## src/rtl/cpu_controller.sv

```systemverilog
`default_nettype none
// +-----------------------------------------------------------------------+
// | cpu_controller: eight-state instruction-cycle sequencer for the 8-bit |
// | accumulator CPU. Optional single-step port: CTRL_SINGLE_STEP_EN.      |
// | Revision: 1.0                                                         |
// +-----------------------------------------------------------------------+
module cpu_controller #(
  parameter int HALT_STICKY = 1
) (
  input  logic       clk,
  input  logic       rst_n,
  input  logic       ena,
`ifdef CTRL_SINGLE_STEP_EN
  input  logic       step,
`endif
  input  logic [2:0] opcode,
  input  logic       zero,
  output logic       load_ir,
  output logic       inc_pc,
  output logic       load_pc,
  output logic       rd,
  output logic       wr,
  output logic       datactl_ena,
  output logic       alu_ena,
  output logic       load_acc,
  output logic       halt
);

  localparam logic [2:0] c_OP_HLT = 3'b000;
  localparam logic [2:0] c_OP_SKZ = 3'b001;
  localparam logic [2:0] c_OP_ADD = 3'b010;
  localparam logic [2:0] c_OP_AND = 3'b011;
  localparam logic [2:0] c_OP_XOR = 3'b100;
  localparam logic [2:0] c_OP_LDA = 3'b101;
  localparam logic [2:0] c_OP_STO = 3'b110;
  localparam logic [2:0] c_OP_JMP = 3'b111;

  typedef enum logic [3:0] {
    ST_IDLE = 4'd0,
    ST_S0   = 4'd1,
    ST_S1   = 4'd2,
    ST_S2   = 4'd3,
    ST_S3   = 4'd4,
    ST_S4   = 4'd5,
    ST_S5   = 4'd6,
    ST_S6   = 4'd7,
    ST_S7   = 4'd8,
    ST_HALT = 4'd9
  } state_t;

  state_t r_state;
  logic   r_ena_q;
  logic   w_go;
  logic   w_alu_op;
  logic   w_skip;

`ifdef CTRL_SINGLE_STEP_EN
  assign w_go = ena & step;
`else
  assign w_go = ena;
`endif

  assign w_alu_op = (opcode == c_OP_ADD) || (opcode == c_OP_AND) ||
                    (opcode == c_OP_XOR) || (opcode == c_OP_LDA);
  assign w_skip   = (opcode == c_OP_SKZ) && zero;

  // Each branch sets the outputs belonging to the state being entered.
  always_ff @(posedge clk or negedge rst_n) begin
    if (!rst_n) begin
      r_state     <= ST_IDLE;
      r_ena_q     <= 1'b0;
      load_ir     <= 1'b0;
      inc_pc      <= 1'b0;
      load_pc     <= 1'b0;
      rd          <= 1'b0;
      wr          <= 1'b0;
      datactl_ena <= 1'b0;
      alu_ena     <= 1'b0;
      load_acc    <= 1'b0;
      halt        <= 1'b0;
    end else begin
      r_ena_q     <= ena;
      load_ir     <= 1'b0;
      inc_pc      <= 1'b0;
      load_pc     <= 1'b0;
      rd          <= 1'b0;
      wr          <= 1'b0;
      datactl_ena <= 1'b0;
      alu_ena     <= 1'b0;
      load_acc    <= 1'b0;
      halt        <= 1'b0;
      case (r_state)
        ST_IDLE: begin
          if (w_go) begin
            r_state <= ST_S0;
            rd      <= 1'b1;
            load_ir <= 1'b1;
          end
        end
        ST_S0: begin
          r_state <= ST_S1;
          rd      <= 1'b1;
          load_ir <= 1'b1;
          inc_pc  <= 1'b1;
        end
        ST_S1: r_state <= ST_S2;
        ST_S2: begin
          r_state <= ST_S3;
          inc_pc  <= 1'b1;
          halt    <= (opcode == c_OP_HLT);
        end
        ST_S3: begin
          if (opcode == c_OP_HLT) begin
            r_state <= ST_HALT;
            halt    <= 1'b1;
          end else begin
            r_state <= ST_S4;
            if (w_alu_op) begin
              rd      <= 1'b1;
              alu_ena <= 1'b1;
            end
            if (opcode == c_OP_STO) datactl_ena <= 1'b1;
            if (opcode == c_OP_JMP) load_pc     <= 1'b1;
          end
        end
        ST_S4: begin
          r_state <= ST_S5;
          if (w_alu_op) begin
            rd       <= 1'b1;
            load_acc <= 1'b1;
          end
          if (opcode == c_OP_STO) begin
            wr          <= 1'b1;
            datactl_ena <= 1'b1;
          end
          if (opcode == c_OP_JMP) load_pc <= 1'b1;
          if (w_skip)             inc_pc  <= 1'b1;
        end
        ST_S5: begin
          r_state <= ST_S6;
          if (w_alu_op)           rd          <= 1'b1;
          if (opcode == c_OP_STO) datactl_ena <= 1'b1;
        end
        ST_S6: begin
          r_state <= ST_S7;
          if (w_skip) inc_pc <= 1'b1;
        end
        ST_S7: begin
          if (w_go) begin
            r_state <= ST_S0;
            rd      <= 1'b1;
            load_ir <= 1'b1;
          end else begin
            r_state <= ST_IDLE;
          end
        end
        ST_HALT: begin
          // Non-sticky builds resume only on a fresh rising edge of ena.
          if ((HALT_STICKY == 0) && ena && !r_ena_q) begin
            r_state <= ST_S0;
            rd      <= 1'b1;
            load_ir <= 1'b1;
          end else begin
            halt <= 1'b1;
          end
        end
        default: r_state <= ST_IDLE;
      endcase
    end
  end

endmodule
`default_nettype wire
```

## config.mk

```make
export PLATFORM = sky130hd
export DESIGN_NAME = cpu_controller
export DESIGN_NICKNAME = d
export VERILOG_FILES = /design/src/rtl/cpu_controller.sv
export SDC_FILE = /design/constraint.sdc
export NUM_CORES = 1
export LEC_CHECK = 0
export CAP_MARGIN = 30
export CORE_AREA = 5 5 42 44
export DETAILED_ROUTE_END_ITERATION = 16
export DIE_AREA = 0 0 47 49
export PLACE_DENSITY_LB_ADDON = 0.08
export SLEW_MARGIN = 30
export SYNTH_ARGS = -nofsm -noshare
export SYNTH_HDL_FRONTEND = slang
export SYNTH_SLANG_ARGS = --single-unit
```

## constraint.sdc

```tcl
create_clock -name clk -period 1.8 [get_ports clk]
set_clock_uncertainty 0.05 [all_clocks]
set_input_delay 0.27 -clock clk [delete_from_list [all_inputs] [get_ports clk]]
set_output_delay 0.27 -clock clk [all_outputs]
set_load 0.05 [all_outputs]
```

* Yosys cells after proc, flatten, opt, wreduce, memory -nomap -nowiden
Index checks and enable logic that the tools add are counted.
** Cells by class
- Equality and inequality tests :: 17
- Mux-type cells :: 22
- Bitwise gates (word level) :: 1
- Reductions and logical operators :: 11
** Operators with widths (number)
- $pmux 4 s10 :: 1
- $eq 4x3->1 const B :: 4
- $mux 1 :: 13
- $eq 3x3->1 const B :: 4
- $eq 4x2->1 const B :: 2
- $eq 4x4->1 const B :: 2
- $mux 4 :: 2
- $pmux 1 s2 :: 4
- $reduce_or 2->1 :: 4
- $eq 3x2->1 const B :: 2
- $eq 4x1->1 const B :: 1
- $logic_not 4->1 :: 1
- $pmux 1 s4 :: 1
- $eq 3x1->1 const B :: 1
- $logic_not 3->1 :: 1
- $logic_or 1x1->1 :: 3
- $pmux 1 s3 :: 1
- $ne 2x2->1 const B :: 1
- $reduce_and 2->1 :: 1
- $logic_and 1x1->1 :: 1
- $not 1->1 :: 1
** Storage, ports and cells
- Bits in registers :: 13
- Input bits :: 7
- Output and inout bits :: 9
- Logic and storage cells :: 61

* Longest topological paths before layout
- Word-level depth :: 7
- Mapped depth :: 4
- Gate-level depth less buffers :: 3

* Worst setup path after synthesis
OpenSTA, ideal clock, no wires.
- Path type :: register to register
- Start point :: register r_state[1]
- End point :: register r_state[2]
- Data arrival time :: 0.979 ns
- Required time :: 1.639 ns
- Path slack :: 0.660 ns
- Cell stages (with the launch flop) :: 4
- Path through :: dfrtp_1 > buf_4 > and3_1 > a2111oi_2
** Between the ends
- Longest elaborated chain between the ends :: 3
- Elaborated cells on any way between the ends :: 14
- Classes of those cells :: eq/ne: 10; mux: 1; bitwise: 1; reduce/logical: 2
** RTL lines
- from (decl) :: RTL line 51 : state_t r_state;
- from (signal assigned) :: RTL line 70 : r_state <= ST_IDLE;
- from (signal assigned) :: RTL line 95 : r_state <= ST_S0;
- from (signal assigned) :: RTL line 101 : r_state <= ST_S1;
- parallel branches: the longest is 3 deep, another holds $pmux 4 s10
Parallel ways; which one is timed is not known.
A chain may end at the register's enable or synchronous reset.

* Worst setup path after layout
- Start point :: register halt
- End point :: output halt
** RTL lines
- from (decl) :: RTL line 26 : output logic halt
- from (signal assigned) :: RTL line 110 : halt <= (opcode == c_OP_HLT);
No word-level cell between the ends.

==> results by group <==
Status
  – Status: completed

Logic synthesis
  – Synthesis Warnings: 0
  – Post-synthesis sequential area ratio: 0.571
  – Top post-synthesis cells by count: dfrtp_1, nand2_1, nor2_1
  – Cell variety after synth: 23
  – Most common cell in the netlist: dfrtp_1
  – Mapped Area: 569 um2
  – Primary FF master, synth: dfrtp_1
  – Ys async rst share: 1.00
  – Synthesized area per cell: 10.7 um2
  – Post-synth top area share: 0.571
  – Synth area leader: dfrtp_1
  – Cell count after synthesis: 53
  – Net count after synthesis: 60
  – Post-synth EDFFs: 0
  – Synth Register Bits: 13
  – Synth top area cells: dfrtp_1, nor3b_1, xnor2_1

STA
  – Final Cycle Share: 0.958
  – RSZ-0062 raised after global routing: false
  – WHS: 310 ps
  – Final setup fails: 0
  – F_max: 580 MHz
  – TNS Setup: 0 ps
  – Worst Tran Pin Value: 566 ps
  – Slew Viols, Final: 0
  – Final worst slack: 76.0 ps
  – Final-report hold violation count: 0
  – Rel. slew slack: 0.622
  – Crit path time final: 1720 ps

Clock network
  – CTS tree: done
  – Clk Latency, worst-skew pair: 270 ps
  – Longest Clk Path Bufs: 2
  – Clock sink total: 13
  – CTS Buf Count: 3
  – Number of hold buffers added after cts: 0
  – Post-CTS sizing: 0
  – Clock transition at path regs: 80 ps
  – Post-CTS setup buffers: 0
  – H-tree depth: 1
  – Clock root buffer: clkbuf_4

Cells and area
  – FILL cells: 145
  – Cell Count, Final, Fillers Out: 85
  – Area Overhead vs Synth: 31.4%
  – Fin nets: 77
  – Ant. Diodes: 0
  – Layout cell share with drive strength beyond 1: 0.0870

Routing
  – WL per Instance: 13.4 um
  – DRT antenna net count: 0
  – Final WL: 1140 um
  – 1st-iter DRT viols: 7
  – Vias per inst: 5.32
  – DRC Markers: 0
  – Detailed-route via count: 452
  – Router iterations before antenna repair: 4

Placement
  – Placed cell count: 81
  – Post-detail-place hpwl: 911 um
  – Buffers on Ports: 15
  – Post-Place Setup Slack: 175 ps
  – Gpl congestion: 0.784

Floorplan
  – Die area: 2300 um2
  – Std-Cell Rows: 14
  – IO Pins: 16
  – Initial core utilization: 0.406
  – Die height: 49 um
  – Core area: 1400 um2
  – Die width: 47 um

Worst setup path
  – Element type at the critical path start: flop
  – CP max stage cell: clkdlybuf4s50_1
  – Worst Path Arrival: 1400 ps
  – Worst Setup End Kind: primary output
  – WP buf/inv: 1
  – WP data required: 1480 ps
  – Cell Chain, Critical Path: clkdlybuf4s50_1
  – Crit-path max cell delay: 800 ps
  – Setup Crit Path Kind: reg -> out
  – Critical path peak fanout: 1
  – Kind of cell adding the most delay to the critical path: buffers and inverters

Power and ir drop
  – Total power: 1190 uW
  – Worst vdd ir: 719 uV
  – Cell Pwr Density: 1600 nW/um2
  – Leak Pwr: 0.000315 uW

Flow run
  – Maxcap violations: 0

Global routing
  – Initial antenna violation count: 0
  – Vias in the first global route: 438
  – Overall global routing resource usage: 0.121
  – Grt total ovfl: 0
  – Largest net degree at the start of global routing: 14
  – First-pass GRT wire length: 1970 um

Min path
  – Tightest Hold Check Type: in -> async
==> through the flow <==
stage / utilization / cell area, um2
after CTS: 0.534 / 748
after floorplan: - / 569
after global routing: 0.534 / 748
after global placement: 0.515 / 722
final: 0.534 / 748
after detailed placement: 0.515 / 722
==> cell families after synthesis <==
| family | share of synthesized area |
|---|---|
| flops | 0.571 |
| xor+xnor | 0.0308 |
| compound gates | 0.112 |
| buf+inv | 0.0374 |
| simple gates | 0.231 |
| mux | 0.0176 |
==> cell usage in the layout (no fill, tap or decap) <==
cell type and count:
a2111oi_2 1, a21boi_0 1, a21oi_1 3, and3_1 1, and4_2 1, clkbuf_1 1, clkbuf_4 3, clkdlybuf4s50_1 15
dfrtp_1 13, inv_1 1, mux2i_1 1, nand2_1 4, nand2b_1 1, nand3_1 2, nor2_1 4, nor2b_1 2
nor3_1 3, nor3b_1 3, nor4_1 2, o21ai_0 2, o31ai_1 1, o32ai_1 1, or2_2 1, xnor2_1 2
==> final timing paths <==
kind,endpoint,slack (ps),depth (start not counted),start
setup / recovery,halt,80,1,halt
hold / removal,load_acc,310,1,rst_n
setup reg to reg,r_state[2],460,3,r_state[1]
hold reg to reg,r_state[2],550,1,r_state[3]
max in group asynchronous,r_state[1],1010,1,rst_n
min in group clk,r_state[2],550,1,r_state[3]
==> per-layer routing <==
layer / vias up / GRT usage / share of wire
li1: 221 / - / -
met1: 218 / 0.147 / 0.39
met2: 13 / 0.188 / 0.54
met3: 0 / 0.0369 / 0.073
met4: 0 / 0.0553 / 0
met5: - / 0 / 0
==> registers in the layout, summed over array words and instances, names as in the netlist <==
name and flops:
inc_pc 1, wr 1, datactl_ena 1, load_pc 1
halt 1, rd 1, load_acc 1, load_ir 1
alu_ena 1, r_state 4
==> power breakdown <==
part	total (uW)	switching (uW)	internal (uW)
sequential	495	117	378
combinational	527	311	216
clock	173	87.4	85.7
==> final cells by class <==
| type | instances | area [um2] | share of cell area |
|---|---|---|---|
| well taps | 16 | 20.0 | 0.0268 |
| clock buffers | 4 | 26.3 | 0.0351 |
| flip-flops and latches | 13 | 325 | 0.435 |
| inverters | 1 | 3.75 | 0.00502 |
| multi-input cells | 36 | 223 | 0.298 |
| repair buffers | 15 | 150 | 0.201 |
Power figures use the tool's default switching activity.
==> patch: new RTL, same settings <==
Make the reset (`rst_n`) synchronous in one clocked block.
--- a/src/rtl/cpu_controller.sv
+++ b/src/rtl/cpu_controller.sv
@@ -67,3 +67,3 @@
   // Each branch sets the outputs belonging to the state being entered.
-  always_ff @(posedge clk or negedge rst_n) begin
+  always_ff @(posedge clk) begin
     if (!rst_n) begin
Check against the original RTL: differs if rst_n is asserted again (counterexample within 4 cycles, from zero or initial values and one cycle with rst_n low); with rst_n held inactive, the same outputs for 10 cycles.
==> patch against the unedited design <==
- final cell count grew 11%
- count of clock-buffer cells in the layout is the same
- synthesized area shrank 6.2%
- sequential cell count is the same
- cell area grew 1.0%
- wire length grew 5.6%
- setup slack gained 0.014 ns
- fmax grew 0.79%
- highest routed layer is now met4
Power is not compared: it rests on default switching activity, and its combinational part moved more than twofold at a synthesized area within 25%.
==> patch: results <==
[run_status]
status = "complete, no violations"

[cells_and_area]
multi_input_cells = 40
clock_area_share_pct = 3.48
seq_area_sq_um = 260
fillers = 137
nClkBuffers = 4
drive_gt1_share_pct = 21.8
buffer_area_share_pct = 25.2
finalNetCount = 86
instances_no_fill = 94
buffers = 21
inverters = 0
multi_input_area_share_pct = 34.3

[place]
port_buffers = 15
dp_cells = 90
gp_congestion = 0.831
dp_hpwl_um = 874

[drt]
wl_met3_um = 85
dr.max_layer_used = "met4"
wl_met1_um = 541
wl_met2_um = 567
drtIter0Drc = 5
vias = 477
drt-wirelength-per-cell_um = 12.8

[power]
p_total_mw = 0.638
max-vdd-ir-drop_v = 0.000508
leakagePower_nw = 0.281

[synth]
synth.mux.area_fraction_pct = 0
synth_seq_area_share_pct = 48.7
synth_top_family_by_area = "simple AND/OR/NAND/NOR gates"
synth_compound_area_share_pct = 14.3
yosysWarnings = 0
async_flop_share_pct = 0
synthesis.nets = 63
synth_commonest_cells = "13 x dfxtp_1, 4 x nor2_1, 4 x nor3_1"
syn_avg_cell_area_sq_um = 9.54
synth_area_leaders = "dfxtp_1 49%, nor3_1 3.7%, o31a_2 3.7%"
synth_cell_types = 24
synth_xor_area_share_pct = 3.28
synth-main-ff-cell = "dfxtp_1"

[cts]
cts.repair.resized = 0
cts_buffer_depth = 2
htree_levels = 1

[global_routing]
grt_max_degree = 12
grt_pass1_wl_mm = 1.98
use_met1_pct = 14.4
grt_use_total_pct = 12.2
grt_pass1_vias = 495
use_met2_pct = 17.9

[sta]
relSlewSlack_pct = 66.4

[hold_path]
hold_path.class = "input pin to register"
==> patch: final timing paths <==
kind | cells after the start | startpoint | end | slack (ns)
setup / recovery | 1 | wr | wr | 0.09
hold / removal | 3 | zero | inc_pc | 0.53
hold reg to reg | 1 | r_state[2] | inc_pc | 0.53
setup reg to reg | 3 | r_state[3] | r_state[3] | 0.39
==> patch: cell families (layout without fill, tap and decap cells) <==
family | Yosys count | after routing
AND/OR/NAND/NOR | 28 | 28
flip-flops | 13 | 13
AO/OA/AOI/OAI | 10 | 10
buffers and inverters | 3 | 25
XOR/XNOR | 2 | 2
==> patch: per-stage QoR <==
step                      utilization (%)  setup slack, ns  instance area [sq um]  hold slack, ns
after floorplan                         -            0.505                    534           0.297
after global placement               52.1           0.0564                    729           0.531
after detailed placement             52.1           0.0460                    729           0.527
after CTS                            53.9           0.0698                    756           0.527
after global routing                 53.9           0.0407                    756           0.535
final                                53.9           0.0895                    756           0.532
